## src/rtl/uart_pkg.sv

```systemverilog
// uart_pkg: shared UART transmit types and constants; UART_TX_PARITY_EN adds the PARITY state
package uart_pkg;
  localparam int UART_DATA_BITS = 8;
  typedef enum logic [2:0] {
    IDLE,
    START,
    DATA,
`ifdef UART_TX_PARITY_EN
    PARITY,
`endif
    STOP
  } uart_tx_state_t;
endpackage

```

## src/rtl/uart_tx_fifo.sv

```systemverilog
// uart_tx_fifo: transmit byte FIFO owning pointers, occupancy and registered full/empty flags
module uart_tx_fifo
  import uart_pkg::*;
#(
  parameter int DEPTH = 8
) (
  input  logic                      clk,
  input  logic                      nRst,
  input  logic                      push,
  input  logic [UART_DATA_BITS-1:0] wdata,
  input  logic                      pop,
  output logic [UART_DATA_BITS-1:0] rdata,
  output logic                      full,
  output logic                      empty,
  output logic [$clog2(DEPTH):0]    count
);
  localparam int AW = $clog2(DEPTH);
  logic [UART_DATA_BITS-1:0] mem [DEPTH];
  logic [AW-1:0] wr_ptr;
  logic [AW-1:0] rd_ptr;
  logic          push_ok;
  logic          pop_ok;
  logic [AW:0]   count_n;
  assign rdata = mem[rd_ptr];
  // qualify requests against the registered flags and form the next occupancy
  always_comb begin
    push_ok = push && !full;
    pop_ok  = pop && !empty;
    count_n = count + (AW+1)'(push_ok) - (AW+1)'(pop_ok);
  end
  // storage array needs no reset; only accepted pushes write it
  always_ff @(posedge clk)
    if (push_ok) mem[wr_ptr] <= wdata;
  // pointers wrap naturally at the power-of-two depth; flags are registered from the next count
  always_ff @(posedge clk or negedge nRst)
    if (!nRst) begin
      wr_ptr <= '0;
      rd_ptr <= '0;
      count  <= '0;
      full   <= 1'b0;
      empty  <= 1'b1;
    end else begin
      if (push_ok) wr_ptr <= wr_ptr + 1'b1;
      if (pop_ok) rd_ptr <= rd_ptr + 1'b1;
      count <= count_n;
      full  <= count_n == (AW+1)'(DEPTH);
      empty <= count_n == '0;
    end
endmodule

```

## src/rtl/uart_tx_ctrl.sv

```systemverilog
// uart_tx_ctrl: FIFO-buffered 8N1 UART transmitter; define UART_TX_PARITY_EN for an even-parity bit
module uart_tx_ctrl
  import uart_pkg::*;
#(
  parameter int FIFO_DEPTH = 8,
  parameter int DIV_W      = 16
) (
  input  logic                        clk,
  input  logic                        nRst,
  input  logic                        wr_en,
  input  logic [7:0]                  wr_data,
  input  logic [DIV_W-1:0]            baud_div,
  input  logic                        ovf_clr,
  output logic                        full,
  output logic                        empty,
  output logic [$clog2(FIFO_DEPTH):0] count,
  output logic                        busy,
  output logic                        ovf,
  output logic                        tx
);
  localparam int BW = $clog2(UART_DATA_BITS);
  localparam logic [BW-1:0] LAST_BIT = BW'(UART_DATA_BITS - 1);
  uart_tx_state_t            state;
  logic [DIV_W-1:0]          div_q;
  logic [DIV_W-1:0]          baud_cnt;
  logic [BW-1:0]             bit_cnt;
  logic [UART_DATA_BITS-1:0] shift;
  logic [UART_DATA_BITS-1:0] rd_data;
  logic                      bit_end;
  logic                      start;
  logic                      drop;
`ifdef UART_TX_PARITY_EN
  logic                      par;
`endif
  uart_tx_fifo #(.DEPTH(FIFO_DEPTH)) u_fifo (
    .clk   (clk),
    .nRst  (nRst),
    .push  (wr_en),
    .wdata (wr_data),
    .pop   (start),
    .rdata (rd_data),
    .full  (full),
    .empty (empty),
    .count (count)
  );
  // a new frame starts from IDLE or straight out of a finished stop bit, popping the FIFO head
  always_comb begin
    bit_end = baud_cnt == div_q;
    start   = !empty && (state == IDLE || (state == STOP && bit_end));
    drop    = wr_en && full;
  end
  // frame sequencer: baud_div is latched per frame, tx and busy are registered alongside the state
  always_ff @(posedge clk or negedge nRst)
    if (!nRst) begin
      state    <= IDLE;
      tx       <= 1'b1;
      busy     <= 1'b0;
      div_q    <= '0;
      baud_cnt <= '0;
      bit_cnt  <= '0;
      shift    <= '0;
`ifdef UART_TX_PARITY_EN
      par      <= 1'b0;
`endif
    end else if (start) begin
      state    <= START;
      tx       <= 1'b0;
      busy     <= 1'b1;
      div_q    <= baud_div;
      baud_cnt <= '0;
      shift    <= rd_data;
`ifdef UART_TX_PARITY_EN
      par      <= ^rd_data;
`endif
    end else begin
      if (state != IDLE) baud_cnt <= bit_end ? '0 : baud_cnt + 1'b1;
      case (state)
        START: if (bit_end) begin
          state   <= DATA;
          tx      <= shift[0];
          bit_cnt <= '0;
        end
        DATA: if (bit_end) begin
          if (bit_cnt == LAST_BIT) begin
`ifdef UART_TX_PARITY_EN
            state <= PARITY;
            tx    <= par;
`else
            state <= STOP;
            tx    <= 1'b1;
`endif
          end else begin
            bit_cnt <= bit_cnt + 1'b1;
            shift   <= shift >> 1;
            tx      <= shift[1];
          end
        end
`ifdef UART_TX_PARITY_EN
        PARITY: if (bit_end) begin
          state <= STOP;
          tx    <= 1'b1;
        end
`endif
        STOP: if (bit_end) begin
          state <= IDLE;
          busy  <= 1'b0;
        end
        default: ;
      endcase
    end
  // sticky overflow: a drop wins over a simultaneous clear
  always_ff @(posedge clk or negedge nRst)
    if (!nRst) ovf <= 1'b0;
    else ovf <= drop ? 1'b1 : ovf_clr ? 1'b0 : ovf;
endmodule

```

## config.mk

```make
export PLATFORM = sky130hd
export DESIGN_NAME = uart_tx_ctrl
export DESIGN_NICKNAME = d
export VERILOG_FILES = /design/src/rtl/uart_pkg.sv /design/src/rtl/uart_tx_fifo.sv /design/src/rtl/uart_tx_ctrl.sv
export SDC_FILE = /design/constraint.sdc
export NUM_CORES = 1
export LEC_CHECK = 0
export ABC_AREA = 1
export BUFFER_PORTS_ARGS = -buffer_cell sky130_fd_sc_hd__buf_4
export CELL_PAD_IN_SITES_DETAIL_PLACEMENT = 0
export CELL_PAD_IN_SITES_GLOBAL_PLACEMENT = 2
export CORE_AREA = 4 4 119 150
export CTS_CLUSTER_DIAMETER = 200
export DETAILED_ROUTE_END_ITERATION = 6
export DIE_AREA = 0 0 123 154
export GPL_TIMING_DRIVEN = 1
export PLACE_DENSITY = 0.78
export SLEW_MARGIN = 20
export SYNTH_ARGS = -nofsm -noshare
export SYNTH_HDL_FRONTEND = slang
export SYNTH_SLANG_ARGS = --single-unit
```

## constraint.sdc

```tcl
create_clock -name clk -period 6.5 [get_ports clk]
set_input_delay 0.325 -clock clk [delete_from_list [all_inputs] [get_ports clk]]
set_output_delay 0.325 -clock clk [all_outputs]
set_load 0.005 [all_outputs]
```

# After elaboration in Yosys (flattened, before gate mapping)
# Memory sizes are Yosys's and may differ from the RTL's.
# Cells that the tools add are included.
# Widths: inputs -> output; s select.
# totals
mem_bits_rw	64
memories	1
inputBits	28
ff_bits	61
# classes
add_sub_neg	6
mux	28
eq_ne	14
n_reduce_logical	24
bitwise_logic	1
# mem_list
memory	depth	word_bits	read_ports	rd_ports_with_merged_regs	wr	line	rtl
u_fifo.mem	8	8	1	0	1	uart_tx_fifo.sv:18	logic [UART_DATA_BITS-1:0] mem [DEPTH];
# op_table
cell	count
$mux 16	3
$mux 8	4
$mux 3	7
$add 16x1->16 const B	1
$eq 16x16->1	1
$ne 3x2->1 const B	4
$reduce_bool 2->1	6
$mux 1	11
$reduce_and 5->1	2
$add 3x1->3 const B	3
$pmux 3 s3	1
$eq 3x2->1 const B	2
$ne 2x2->1 const B	3
$pmux 3 s2	1
$reduce_and 3->1	2
$reduce_bool 3->1	2
$logic_and 1x1->1	5
$add 4x1->4	1
$eq 4x4->1 const B	1
$logic_not 4->1	1
$reduce_bool 4->1	1
$sub 4x1->4	1
$eq 3x1->1 const B	1
$eq 3x3->1 const B	1
7 further kinds	8

# Depth between registers and ports, before layout
# Gate-level depths: netlist of the first run.
# depth
depth_word	7
depth_mapped	17
mapped_depth_nobuf	16

# By module
# Synthesis of the first run repeated with hierarchy kept, for this count alone.
# unflattened
cells_unflattened	701
area_unflattened_um2	6139.6
# modules_own_cells
module	seq_area_each_um2	area_per_inst_um2	instances	cells_each
uart_tx_fifo	2223.4	3462.1	1	347
uart_tx_ctrl	1202.4	2677.6	1	354

# Worst setup path before layout of the first run
# OpenSTA, ideal clock, no wires.
# synth_timing
path_kind	flip-flop to flip-flop
start	register baud_cnt[11]
end	register u_fifo.empty
path_slack_ns	3.669
synth_period_minus_slack_ns	2.831
stages_incl_launch_ff	18
t_arrival_ns	2.764
t_required_ns	6.432
path_cell_list	dfrtp_1 inv_1 nand2_1 nand2_1 nor2_1 nand2_1 nor2_2 nand3_2 a21oi_4 buf_6 ha_1 inv_1 ha_1 inv_1 fa_1 inv_1 or3_1 nor2_1
# synth_via
elab_chain_len	7
# synth_rtl
item	line	rtl
start: declaration	uart_tx_ctrl.sv:25	logic [DIV_W-1:0] baud_cnt;
start signal: assignment	uart_tx_ctrl.sv:76	if (state != IDLE) baud_cnt <= bit_end ? '0 : baud_cnt + 1'b1;
$eq 16x16->1	uart_tx_ctrl.sv:48	bit_end = baud_cnt == div_q;
$logic_and 1x1->1	uart_tx_ctrl.sv:49	start = !empty && (state == IDLE || (state == STOP && bit_end));
$logic_or 1x1->1	uart_tx_ctrl.sv:49	
$logic_and 1x1->1	uart_tx_ctrl.sv:49	
named net start	uart_tx_ctrl.sv:30	logic start;
$logic_and 1x1->1	uart_tx_fifo.sv:28	pop_ok = pop && !empty;
$sub 4x1->4	uart_tx_fifo.sv:29	count_n = count + (AW+1)'(push_ok) - (AW+1)'(pop_ok);
named net u_fifo.count_n[1]	uart_tx_fifo.sv:23	logic [AW:0] count_n;
$logic_not 4->1	uart_tx_fifo.sv:47	empty <= count_n == '0;
end signal: assignment	uart_tx_fifo.sv:41	empty <= 1'b1;
end signal: assignment	uart_tx_fifo.sv:47	
end: declaration	uart_tx_fifo.sv:14	output logic empty,
# The timed path passes the listed nets, and every way through them passes these cells.
# A chain may end at the register's enable or synchronous reset.

# Worst setup path after layout of the first run
# layout_timing
start	register baud_cnt[2]
end	register u_fifo.empty
# layout_via
elab_chain_len	7
# layout_rtl
item	line
$eq 16x16->1	uart_tx_ctrl.sv:48
$logic_and 1x1->1	uart_tx_ctrl.sv:49
$logic_or 1x1->1	uart_tx_ctrl.sv:49
$logic_and 1x1->1	uart_tx_ctrl.sv:49
$logic_and 1x1->1	uart_tx_fifo.sv:28
$sub 4x1->4	uart_tx_fifo.sv:29
named net u_fifo.count_n[1]	uart_tx_fifo.sv:23
$logic_not 4->1	uart_tx_fifo.sv:47
# The timed path passes the listed nets, and every way through them passes these cells.

==> metrics.cfg, run 1 <==
[synth]
ys_seq_elements=124
yosysTopAreaCell=edfxtp_1
synth-seq-area-share=0.6049
netlist_area_mm2=0.005663
async_flop_share=0.4839
postSynthAreaPerCell_um2=9.566
yosys-top-cells-count=nand2_1, nor2_1, edfxtp_1
yosys.area.top_type_share=0.3394
synth_area_leaders=edfxtp_1, dfrtp_1, nand2_1
yosysUniqueCellTypes=39
yosysWarnings=0
synth_ff_type=edfxtp_1
yosysMostFrequentCell=nand2_1
synthCells=592
syn_nets=635
synth_edf_count=64

[power_and_ir_drop]
net-switching-power_w=0.001127
power_w=0.002985
combPwrFrac=0.310
internal_power_w=0.001858
p_leak_nw=2.896
p_sw_frac=0.3776
share_seq_of_total_power=0.395
ir_drop_v=0.0002102
clockPowerShare=0.295
power_density_mw_per_mm2=446.8

[timing]
timing.slew.headroom=0.2790
finalWorstPathRequiredPeriod_ns=2.895
hold_viol_final=4
tightest_slew_ns=1.082
final_max_slew_viol_count=0
hold_slack_ns=-0.002943
finalCritPeriodShare=0.4453
finalSetupViolations=0
fin_tns_setup_ns=0
rsz0062_at_grt=no
skew_ns=0.007862
fmax_ghz=0.3455

[placed_design]
io_buffers=36
dpl.hpwl_um=8085
gp_congestion=0.6955

[global_route]
grt_pass1_vias=3983
grt_util_all_layers=0.1378
grt_pass1_wl_um=19920
overflow=0
antenna_found_initial=0
grt_max_degree=61

[cts]
hold_buffers=0
cts.clk_slew.worst_paths_ns=0.06
cts_resized=0
cts_setup_buffers=0
clk_latency_ns=0.42
clkSinkCount=124
cts_buffers=17
h-tree-depth=4
clk_path_buf_depth=2
root_buffer=clkbuf_16
cts_tree=done

[outcome]
outcome=complete, but fails checks
violations=hold timing

[detailed_routing]
via_count=3990
detail_route.wl_per_cell_um=14.05
routed_wirelength_um=12150
dr.pass1.iters=5
antenna_left=0
viasPerCell=4.613
remaining_drc_errors=0
drtIter0Drc=160

[critical_path]
crit_chain=inv_1 -> nand2_1 -> nand2_1 -> nor2_1 -> nand2_1 -> nor2_2 -> nand3_2 -> a21oi_4 -> ha_1 -> inv_1 -> ha_1 -> inv_1 -> fa_1 -> inv_1 -> or3_1 -> nor2_1
cp.required_ns=6.85
critPathMaxStageDelay_ns=0.47
cp-end-kind=flip-flop
crit_path_start_kind=flip-flop
path_class=reg -> reg
cp_common_cell=inv_1
cp_max_fo=5
r2r-start=baud_cnt[2]$_DFFE_PN0P_
cp_slowest_cell=fa_1
worstPathArrival_ns=3.24
critPathBufInv=4
crit_family=simple AND/OR/NAND/NOR gates
crit_start=baud_cnt[2]$_DFFE_PN0P_

[cells_and_area]
antennaDiodeCount=0
fillCellCount=1621
layout.nets=675
drive_gt1_frac=0.1287
syn_to_final_growth_pct=17.99

[run]
maxCapViolCount=0

[die]
ios=37
design.die.area_mm2=0.01894
die_h_um=154
rows=53
core_mm2=0.01651
start_util=0.3430
die_width_um=123

[hold_path]
hp-class=in -> async

-- layout by cell type (no fill, tap or decap), drive strengths merged, types with 3 or more instances in the layout --
master  instances
a21oi          19
buf            37
clkbuf         17
clkinv          4
dfrtp          58
edfxtp         64
ha             14
inv            73
nand2         141
nand3          23
nand4           3
nor2           86
o21ai          60
o22ai          12
xnor2           4
xor2            9
-- registers in the layout (all words and copies together), names as in the netlist --
register	flops
u_fifo.mem	64
baud_cnt	16
div_q	16
shift	8
u_fifo.count	4
bit_cnt	3
u_fifo.rd_ptr	3
u_fifo.wr_ptr	3
state	2
busy	1
ovf	1
tx	1
u_fifo.empty	1
u_fifo.full	1
-- power groups by stage --
| stage | Clock, W | Sequential, W | Combinational, W |
|---|---|---|---|
| detailed placement | 0 | 0.00119 | 0.000944 |
| global placement | 0 | 0.00119 | 0.000934 |
| floorplan | 0 | 0.00112 | 0.000745 |
| finish | 0.000880 | 0.00118 | 0.000926 |
| CTS | 0.000903 | 0.00118 | 0.000947 |
| global route | 0.000939 | 0.00120 | 0.00109 |
-- final timing paths --
kind / endpoint / slack (ns) / cells past startpoint
setup / recovery: u_fifo.empty$_DFF_PN1_ / 3.61 / 16
hold / removal: div_q[8]$_DFFE_PN0P_ / -0.003 / 1
setup reg to reg: u_fifo.empty$_DFF_PN1_ / 3.61 / 16
hold reg to reg: bit_cnt[1]$_DFFE_PN0P_ / 0.48 / 2
max in group asynchronous: state[1]$_DFFE_PN0P_ / 5.99 / 1
min in group clk: ovf$_DFFE_PN0P_ / 0.09 / 2
-- layout make-up --
cell class                 instances  area (um^2)  share of cell area
sequential                       124         3426              0.5127
multi-input combinational        388         1911              0.2860
clock buffer                      17        425.4             0.06367
timing repair buffer              37        277.8             0.04157
tap                              220        275.3             0.04120
inverter                          64        240.2             0.03595
clock inverter                    15        126.4             0.01891
-- metrics by stage --
step / instances / util / worst slack (ns) / instance area, um^2 / hold slack (ns)
after global placement: 833 / 0.3712 / 3.603 / 6130 / 0.4630
after floorplan: 592 / - / 3.669 / 5663 / 0.02941
final: 865 / 0.4046 / 3.605 / 6681 / -0.002943
after global routing: 865 / 0.4046 / 3.343 / 6681 / 0.05204
after CTS: 865 / 0.4046 / 3.547 / 6681 / 0.02175
after detailed placement: 833 / 0.3712 / 3.559 / 6130 / 0.4709
-- cell families (layout without fill, tap and decap cells) --
logic type,Yosys count,count (layout),share of synthesized area
fa+ha+maj,15,15,0.03447
compound gates,98,98,0.09523
buf+inv,80,133,0.05766
flops,124,124,0.6049
simple gates,262,262,0.1876
xor+xnor,13,13,0.02011
-- routing by layer --
layer	share of wire	vias up	GRT usage
li1	-	2030	-
met1	0.42	1870	0.1590
met2	0.53	72	0.2421
met3	0.035	18	0.03201
met4	0.020	0	0.05805
met5	0	-	0
Note: power is estimated with default switching activity, not from simulation.
==> run 2, diff against run 1 <==
--- a/config.mk
+++ b/config.mk
@@ -5,16 +5,16 @@
 export SDC_FILE = /design/constraint.sdc
 export NUM_CORES = 1
 export LEC_CHECK = 0
-export ABC_AREA = 1
+export ABC_AREA = 0
 export BUFFER_PORTS_ARGS = -buffer_cell sky130_fd_sc_hd__buf_4
 export CELL_PAD_IN_SITES_DETAIL_PLACEMENT = 0
 export CELL_PAD_IN_SITES_GLOBAL_PLACEMENT = 2
-export CORE_AREA = 4 4 119 150
+export CORE_AREA = 4 4 119 149
 export CTS_CLUSTER_DIAMETER = 200
 export DETAILED_ROUTE_END_ITERATION = 6
-export DIE_AREA = 0 0 123 154
+export DIE_AREA = 0 0 123 153
 export GPL_TIMING_DRIVEN = 1
-export PLACE_DENSITY = 0.78
+export PLACE_DENSITY = 0.73
 export SLEW_MARGIN = 20
 export SYNTH_ARGS = -nofsm -noshare
 export SYNTH_HDL_FRONTEND = slang
==> constraint.sdc (replaced) <==
create_clock -name clk -period 2.4 [get_ports clk]
set_input_delay 0.12 -clock clk [delete_from_list [all_inputs] [get_ports clk]]
set_output_delay 0.12 -clock clk [all_outputs]
set_load 0.005 [all_outputs]
==> metrics.cfg, run 2 <==
[global_route]
antenna_found_initial=0  ; unchanged
grt_pass1_wl_um=18060  ; -9.3%
overflow=0  ; unchanged
met2_usage=0.2210  ; -0.02111
grt_pass1_vias=3588  ; -9.9%
grt_util_all_layers=0.1267  ; -0.01114
grt_use_met1=0.1501  ; -0.008859
grt_max_degree=61  ; unchanged
gr-max-usage-layer=met2
met3_usage=0.02810  ; -0.003913

[timing]
final_max_slew_viol_count=0  ; unchanged
tightest_slew_ns=0.8032  ; -0.2783 ns
setup_ws_ns=-0.4369  ; -4.042 ns
fin_tns_setup_ns=-1.007  ; -1.007 ns
timing.slew.headroom=0.4645  ; +0.1855
skew_ns=0.008621  ; +0.0007586 ns
finalCritPeriodShare=1.182  ; +0.7367
finalSetupViolations=4  ; +4
finalWorstPathRequiredPeriod_ns=2.837  ; -0.05772 ns
rsz0062_at_grt=yes
hold_viol_final=0  ; -4
fmax_ghz=0.3525  ; +2.0%

[cts]
cts.clk_slew.worst_paths_ns=0.06  ; about the same
cts_buffers=17  ; unchanged
cts_tree=done
root_buffer=clkbuf_16
clk_path_buf_depth=2  ; unchanged
h-tree-depth=4  ; unchanged
clkSinkCount=124  ; unchanged
clk_latency_ns=0.41  ; about the same

[die]
die_width_um=123  ; unchanged
ios=37  ; unchanged
design.die.area_mm2=0.01882  ; -0.65%
core_mm2=0.01620  ; -1.9%
start_util=0.3454  ; +0.002425
rows=52  ; -1.9%
die_h_um=153  ; -0.65%

[detailed_routing]
remaining_drc_errors=0  ; unchanged
via_count=3274  ; -18%
drtIter0Drc=125  ; -22%
detail_route.wl_per_cell_um=15.36  ; +9.3%
dr.pass1.iters=4  ; -1
antenna_left=0  ; unchanged
viasPerCell=4.585  ; -0.59%
routed_wirelength_um=10970  ; -9.8%

[outcome]
violations=setup timing
outcome=complete, but fails checks

[synth]
postSynthAreaPerCell_um2=15.20  ; +59%
synth_area_leaders=edfxtp_1, dfrtp_1, mux4_2
async_flop_share=0.4839  ; unchanged
yosysWarnings=0  ; unchanged
yosysTopAreaCell=edfxtp_1
yosys-top-cells-count=edfxtp_1, dfrtp_1, nor2_1
yosysUniqueCellTypes=46  ; +18%
ys_seq_elements=124  ; unchanged
yosysMostFrequentCell=edfxtp_1
synthCells=368  ; -38%
synth_edf_count=64  ; unchanged
syn_nets=411  ; -35%
netlist_area_mm2=0.005595  ; -1.2%
synth-seq-area-share=0.6123  ; +0.007305
synth_ff_type=edfxtp_1
yosys.area.top_type_share=0.3435  ; +0.004098

[critical_path]
crit_path_start_kind=flip-flop
crit_chain=xor2_1 -> nor4_2 -> nand4_2 -> o21ai_4 -> ha_4 -> inv_2 -> ha_4 -> inv_2 -> fa_1 -> inv_1 -> or3_1 -> nor2b_1
critPathMaxStageDelay_ns=0.47  ; about the same
cp_slowest_cell=fa_1
reg2regPathDepth=12  ; -4
path_class=reg -> reg
cp_max_fo=2  ; -3
worstPathArrival_ns=3.18  ; -0.06 ns
cp-end-kind=flip-flop
cp.required_ns=2.74  ; -4.11 ns

[cells_and_area]
largest_reg_flops=64  ; unchanged
drive_gt1_frac=0.3494  ; +0.2207
finalNonFillerCells=714  ; -17%
fillCellCount=1447  ; -11%
final_cell_mix=buf_4, edfxtp_1, dfrtp_1, nor2_1
design_area_mm2=0.007244  ; +8.4%
largest_registers=u_fifo.mem: 64 flops, baud_cnt: 16 flops, div_q: 16 flops
final_common_cell=buf_4
syn_to_final_growth_pct=29.47
layout.nets=528  ; -22%
top_register=u_fifo.mem
antennaDiodeCount=0  ; unchanged

[hold_path]
hp-class=in -> reg
min_delay_path_depth=3

[placed_design]
gp_congestion=0.6992  ; +0.53%
dp.cells=650  ; -22%
placed_area_mm2=0.006360  ; +3.8%
io_buffers=36  ; unchanged
dpl.hpwl_um=7316  ; -9.5%

[power_and_ir_drop]
ir_drop_v=0.0005405  ; +160%
p_leak_nw=3.013  ; +4.0%
power_density_mw_per_mm2=1167  ; +160%

[run]
maxCapViolCount=0  ; unchanged

==> run 2: changes by cell type in the layout (fill, tap and decap cells not counted), moves of 27 or more <==
cell,change
nand2_1,-119
o21ai_0,-55
dlygate4sd3_1,+27
inv_1,-50
nor2_1,-54
buf_4,+47
==> run 2: cell families (layout without fill, tap and decap cells) <==
kind of cell | after synthesis | after routing | synth area share
AOI/OAI and AO/OA | 16 | 16 | 0.02035
xor gates and xnor gates | 36 | 36 | 0.05769
adders and majority gates | 15 | 15 | 0.03488
buffers and inverters | 26 | 156 | 0.03220
DFF | 124 | 124 | 0.6123
muxes | 60 | 60 | 0.1568
and+or+nand+nor | 91 | 91 | 0.08587
==> run 2: final timing paths <==
kind | startpoint | slack (ns) | endpoint
hold reg to reg | u_fifo.wr_ptr[2]$_DFFE_PN0P_ | 0.50 | u_fifo.wr_ptr[2]$_DFFE_PN0P_
min in group asynchronous | nRst | 0.33 | u_fifo.count[2]$_DFF_PN0_
setup reg to reg | div_q[10]$_DFFE_PN0P_ | -0.44 | u_fifo.full$_DFF_PN0_
hold / removal | wr_en | 0.27 | u_fifo.count[0]$_DFF_PN0_
max in group asynchronous | nRst | 1.53 | baud_cnt[13]$_DFFE_PN0P_
setup / recovery | div_q[10]$_DFFE_PN0P_ | -0.44 | u_fifo.full$_DFF_PN0_
==> run 2: timing repair <==
| item | 4_1_cts | 5_1_grt |
|---|---|---|
| setup buffers | 4 | 1 |
| resized for setup | 5 | 3 |
| pin swaps | 7 | 1 |
| hold buffers | 27 | 0 |
| hold endpoints to repair | 139 | 0 |
| setup endpoints to repair | 24 | 10 |
==> run 2: worst max-delay path: cells and delay by family, from the launching register on <==
family	cells	cell delay, ns
flip-flops	1	0.39
buffers and inverters	3	0.14
adder cells (fa/ha/maj)	3	0.82
AND/OR/NAND/NOR	4	1.05
XOR/XNOR	1	0.18
AO/OA/AOI/OAI	1	0.20
==> run 2: where the power goes <==
part | internal [W] | switching [W]
sequential | 0.00278 | 0.000389
clock | 0.00134 | 0.000992
combinational | 0.00165 | 0.00131
==> run 2: area by class of cell <==
type | instances | area [um^2] | share of cell area
Multi-Input combinational cell | 218 | 2041 | 0.2817
Clock buffer | 18 | 429.2 | 0.05924
Inverter | 12 | 45.04 | 0.006218
Sequential cell | 124 | 3426 | 0.4729
Timing Repair Buffer | 112 | 920.9 | 0.1271
Clock inverter | 14 | 112.6 | 0.01554
Tap cell | 216 | 270.3 | 0.03731
==> run 2: layer usage <==
| metal | share of wire | routed length [um] | vias to the layer above |
|---|---|---|---|
| met5 | 0 | 0 | - |
| met2 | 0.53 | 5799 | 44 |
| met4 | 0.016 | 174 | 0 |
| met3 | 0.031 | 343 | 17 |
| met1 | 0.42 | 4648 | 1646 |
| li1 | - | - | 1567 |
==> run 2: metrics by stage <==
stage	setup WS, ns	hold WS [ns]	total power [W]	utilization
finish	-0.4369	0.2706	0.008453	0.4472
global route	-0.6343	0.2832	0.009033	0.4472
detailed placement	-0.4907	0.2746	0.006047	0.3926
CTS	-0.4669	0.2676	0.008572	0.4462
floorplan	-0.6573	-0.1756	0.005268	-
global placement	-0.4836	0.2667	0.005975	0.3926
==> run 3, diff against run 2 <==
--- a/config.mk
+++ b/config.mk
@@ -9,12 +9,12 @@
 export BUFFER_PORTS_ARGS = -buffer_cell sky130_fd_sc_hd__buf_4
 export CELL_PAD_IN_SITES_DETAIL_PLACEMENT = 0
 export CELL_PAD_IN_SITES_GLOBAL_PLACEMENT = 2
-export CORE_AREA = 4 4 119 149
+export CORE_AREA = 4 4 111 140
 export CTS_CLUSTER_DIAMETER = 200
 export DETAILED_ROUTE_END_ITERATION = 6
-export DIE_AREA = 0 0 123 153
+export DIE_AREA = 0 0 115 144
 export GPL_TIMING_DRIVEN = 1
-export PLACE_DENSITY = 0.73
+export PLACE_DENSITY = 0.81
 export SLEW_MARGIN = 20
 export SYNTH_ARGS = -nofsm -noshare
 export SYNTH_HDL_FRONTEND = slang
==> metrics.cfg, run 3 (same netlist as run 2, synthesis figures left out) <==
[power_and_ir_drop]
p_sw_frac=0.3006  ; -0.01721
p_leak_nw=3.052  ; +1.3%
power_density_mw_per_mm2=1210  ; +3.7%
combPwrFrac=0.340  ; -0.010
share_seq_of_total_power=0.357  ; -0.018
power_w=0.008792  ; +4.0%
clockPowerShare=0.304  ; +0.029
net-switching-power_w=0.002643  ; -1.6%
ir_drop_v=0.0008807  ; +63%
internal_power_w=0.006149  ; +6.6%

[die]
design.die.area_mm2=0.01656  ; -12%
ios=37  ; unchanged
start_util=0.3934  ; +0.04800
core_mm2=0.01422  ; -12%
die_width_um=115  ; -6.5%
rows=49  ; -5.8%
die_h_um=144  ; -5.9%

[timing]
final_max_slew_viol_count=0  ; unchanged
rsz0062_at_grt=yes
setup_ws_ns=-0.3882  ; +0.04879 ns
timing.slew.headroom=0.4849  ; +0.02038
finalWorstPathRequiredPeriod_ns=2.788  ; -0.04879 ns
finalCritPeriodShare=1.162  ; -0.02033
hold_viol_final=0  ; unchanged
skew_ns=0.007375  ; -0.001246 ns
finalSetupViolations=3  ; -1
hold_slack_ns=0.2786  ; +0.008000 ns
tightest_slew_ns=0.7726  ; -0.03058 ns
fmax_ghz=0.3587  ; +1.8%

[global_route]
grt_pass1_wl_um=17370  ; -3.9%
overflow=0  ; unchanged
antenna_found_initial=0  ; unchanged
grt_util_all_layers=0.1394  ; +0.01276
grt_max_degree=61  ; unchanged
grt_pass1_vias=3373  ; -6.0%

[critical_path]
crit_path_start_kind=flip-flop
crit_family=simple AND/OR/NAND/NOR gates
reg2regPathDepth=13  ; +1
regToRegSetupSlack_ns=-0.39  ; +0.05 ns
crit_chain=xor2_1 -> nor4_2 -> buf_4 -> nand4_4 -> o21ai_4 -> ha_4 -> inv_2 -> ha_4 -> inv_2 -> fa_1 -> inv_2 -> or3_4 -> nor2b_1
critPathBufInv=4  ; +1
worstPathArrival_ns=3.13  ; -0.05 ns
cp.required_ns=2.74  ; about the same
cp_slowest_cell=fa_1
cp_max_fo=2  ; unchanged
path_class=reg -> reg
cp-end-kind=flip-flop
timing.rr.end=u_fifo.full$_DFF_PN0_
cp_common_cell=inv_2
r2r-start=div_q[8]$_DFFE_PN0P_
critPathMaxStageDelay_ns=0.48  ; about the same

[detailed_routing]
viasPerCell=4.816  ; +5.0%
dr.pass1.iters=4  ; unchanged
detail_route.wl_per_cell_um=15.69  ; +2.1%
via_count=3246  ; -0.86%
routed_wirelength_um=10570  ; -3.6%
remaining_drc_errors=0  ; unchanged
drtIter0Drc=121  ; -3.2%
antenna_left=0  ; unchanged

[cts]
clk_path_buf_depth=2  ; unchanged
cts_buffers=17  ; unchanged
clkSinkCount=124  ; unchanged
clk_latency_ns=0.41  ; about the same
cts_tree=done
cts.clk_slew.worst_paths_ns=0.06  ; about the same
root_buffer=clkbuf_16
h-tree-depth=4  ; unchanged

[outcome]
outcome=complete, but fails checks
violations=setup timing

[cells_and_area]
antennaDiodeCount=0  ; unchanged
drive_gt1_frac=0.3488  ; -0.0006073
largest_registers=u_fifo.mem: 64 flops, baud_cnt: 16 flops, div_q: 16 flops
largest_reg_flops=64  ; unchanged
syn_to_final_growth_pct=29.83
final_common_cell=buf_4
final_core_util=0.5107  ; +0.06356
layout.nets=527  ; -0.19%
fillCellCount=1214  ; -16%
top_register=u_fifo.mem
final_cell_mix=buf_4, edfxtp_1, dfrtp_1, nor2_1, dlygate4sd3_1

[placed_design]
dpl.hpwl_um=6974  ; -4.7%
io_buffers=36  ; unchanged
gp_congestion=0.7468  ; +6.8%

[run]
maxCapViolCount=0  ; unchanged

[hold_path]
hold_path_end=u_fifo.count[0]$_DFF_PN0_
hp-class=in -> reg
min_from=wr_en
min_delay_path_depth=3  ; unchanged

## run 3: worst reg2reg max path: cells and delay by family, from the launching register on
kind                     cells  cell delay (ns)
AND/OR/NAND/NOR              4             0.85
adder cells (fa/ha/maj)      3             0.82
flip-flops                   1             0.39
AO/OA/AOI/OAI                1             0.18
buffers and inverters        4             0.30
XOR/XNOR                     1             0.18
## run 3: timing repair
| item | CTS | global route |
|---|---|---|
| resized for setup | 2 | 4 |
| buffers inserted | 3 | 3 |
| pin swaps | 5 | 7 |
| endpoints found under the setup margin | 25 | 27 |
| endpoints found under the hold margin | 139 | 0 |
| gates cloned | 0 | 0 |
| hold buffers | 27 | 0 |
## run 3: power groups by stage
stage                     Combinational, W  Clock, W  Sequential (W)
final                              0.00299   0.00267         0.00314
after global routing               0.00330   0.00283         0.00321
after CTS                          0.00296   0.00273         0.00315
after detailed placement           0.00286         0         0.00318
after global placement             0.00280         0         0.00316
after floorplan                    0.00219         0         0.00307
## run 3: area by class of cell
type | count | area [um^2] | share of cell area
clock inverters | 13 | 191.4 | 0.02635
clock buffers | 18 | 429.2 | 0.05908
repair buffers | 111 | 900.9 | 0.1240
flip-flops and latches | 124 | 3426 | 0.4716
well taps | 178 | 222.7 | 0.03066
multi-input cells | 218 | 2049 | 0.2821
inverters | 12 | 45.04 | 0.006200
## run 3: routing by layer
metal	up-vias	track usage	wire length (um)
met1	1619	0.1614	4433
met5	-	0	0
met2	44	0.2439	5633
met3	18	0.03516	320
li1	1565	-	-
met4	0	0.06057	185
## run 3: per-stage QoR
stage	worst slack (ns)	area, um^2	setup TNS, ns	instances
after floorplan	-0.6573	5624	-1.972	368
after global placement	-0.4751	6297	-1.300	610
after detailed placement	-0.5260	6297	-1.980	610
after CTS	-0.4715	7227	-1.142	671
after global routing	-0.5289	7264	-2.066	674
final	-0.3882	7264	-0.8308	674
## run 3: worst max path at each step
stage / start / endpoint / slack [ns] / cells after the start
detailed placement: div_q[13]$_DFFE_PN0P_ / u_fifo.full$_DFF_PN0_ / -0.53 / 12
global placement: div_q[13]$_DFFE_PN0P_ / u_fifo.full$_DFF_PN0_ / -0.48 / 12
floorplan: baud_cnt[4]$_DFFE_PN0P_ / u_fifo.full$_DFF_PN0_ / -0.66 / 13
CTS: div_q[5]$_DFFE_PN0P_ / u_fifo.empty$_DFF_PN1_ / -0.47 / 13
finish: div_q[8]$_DFFE_PN0P_ / u_fifo.full$_DFF_PN0_ / -0.39 / 13
global route: baud_cnt[10]$_DFFE_PN0P_ / u_fifo.full$_DFF_PN0_ / -0.53 / 13
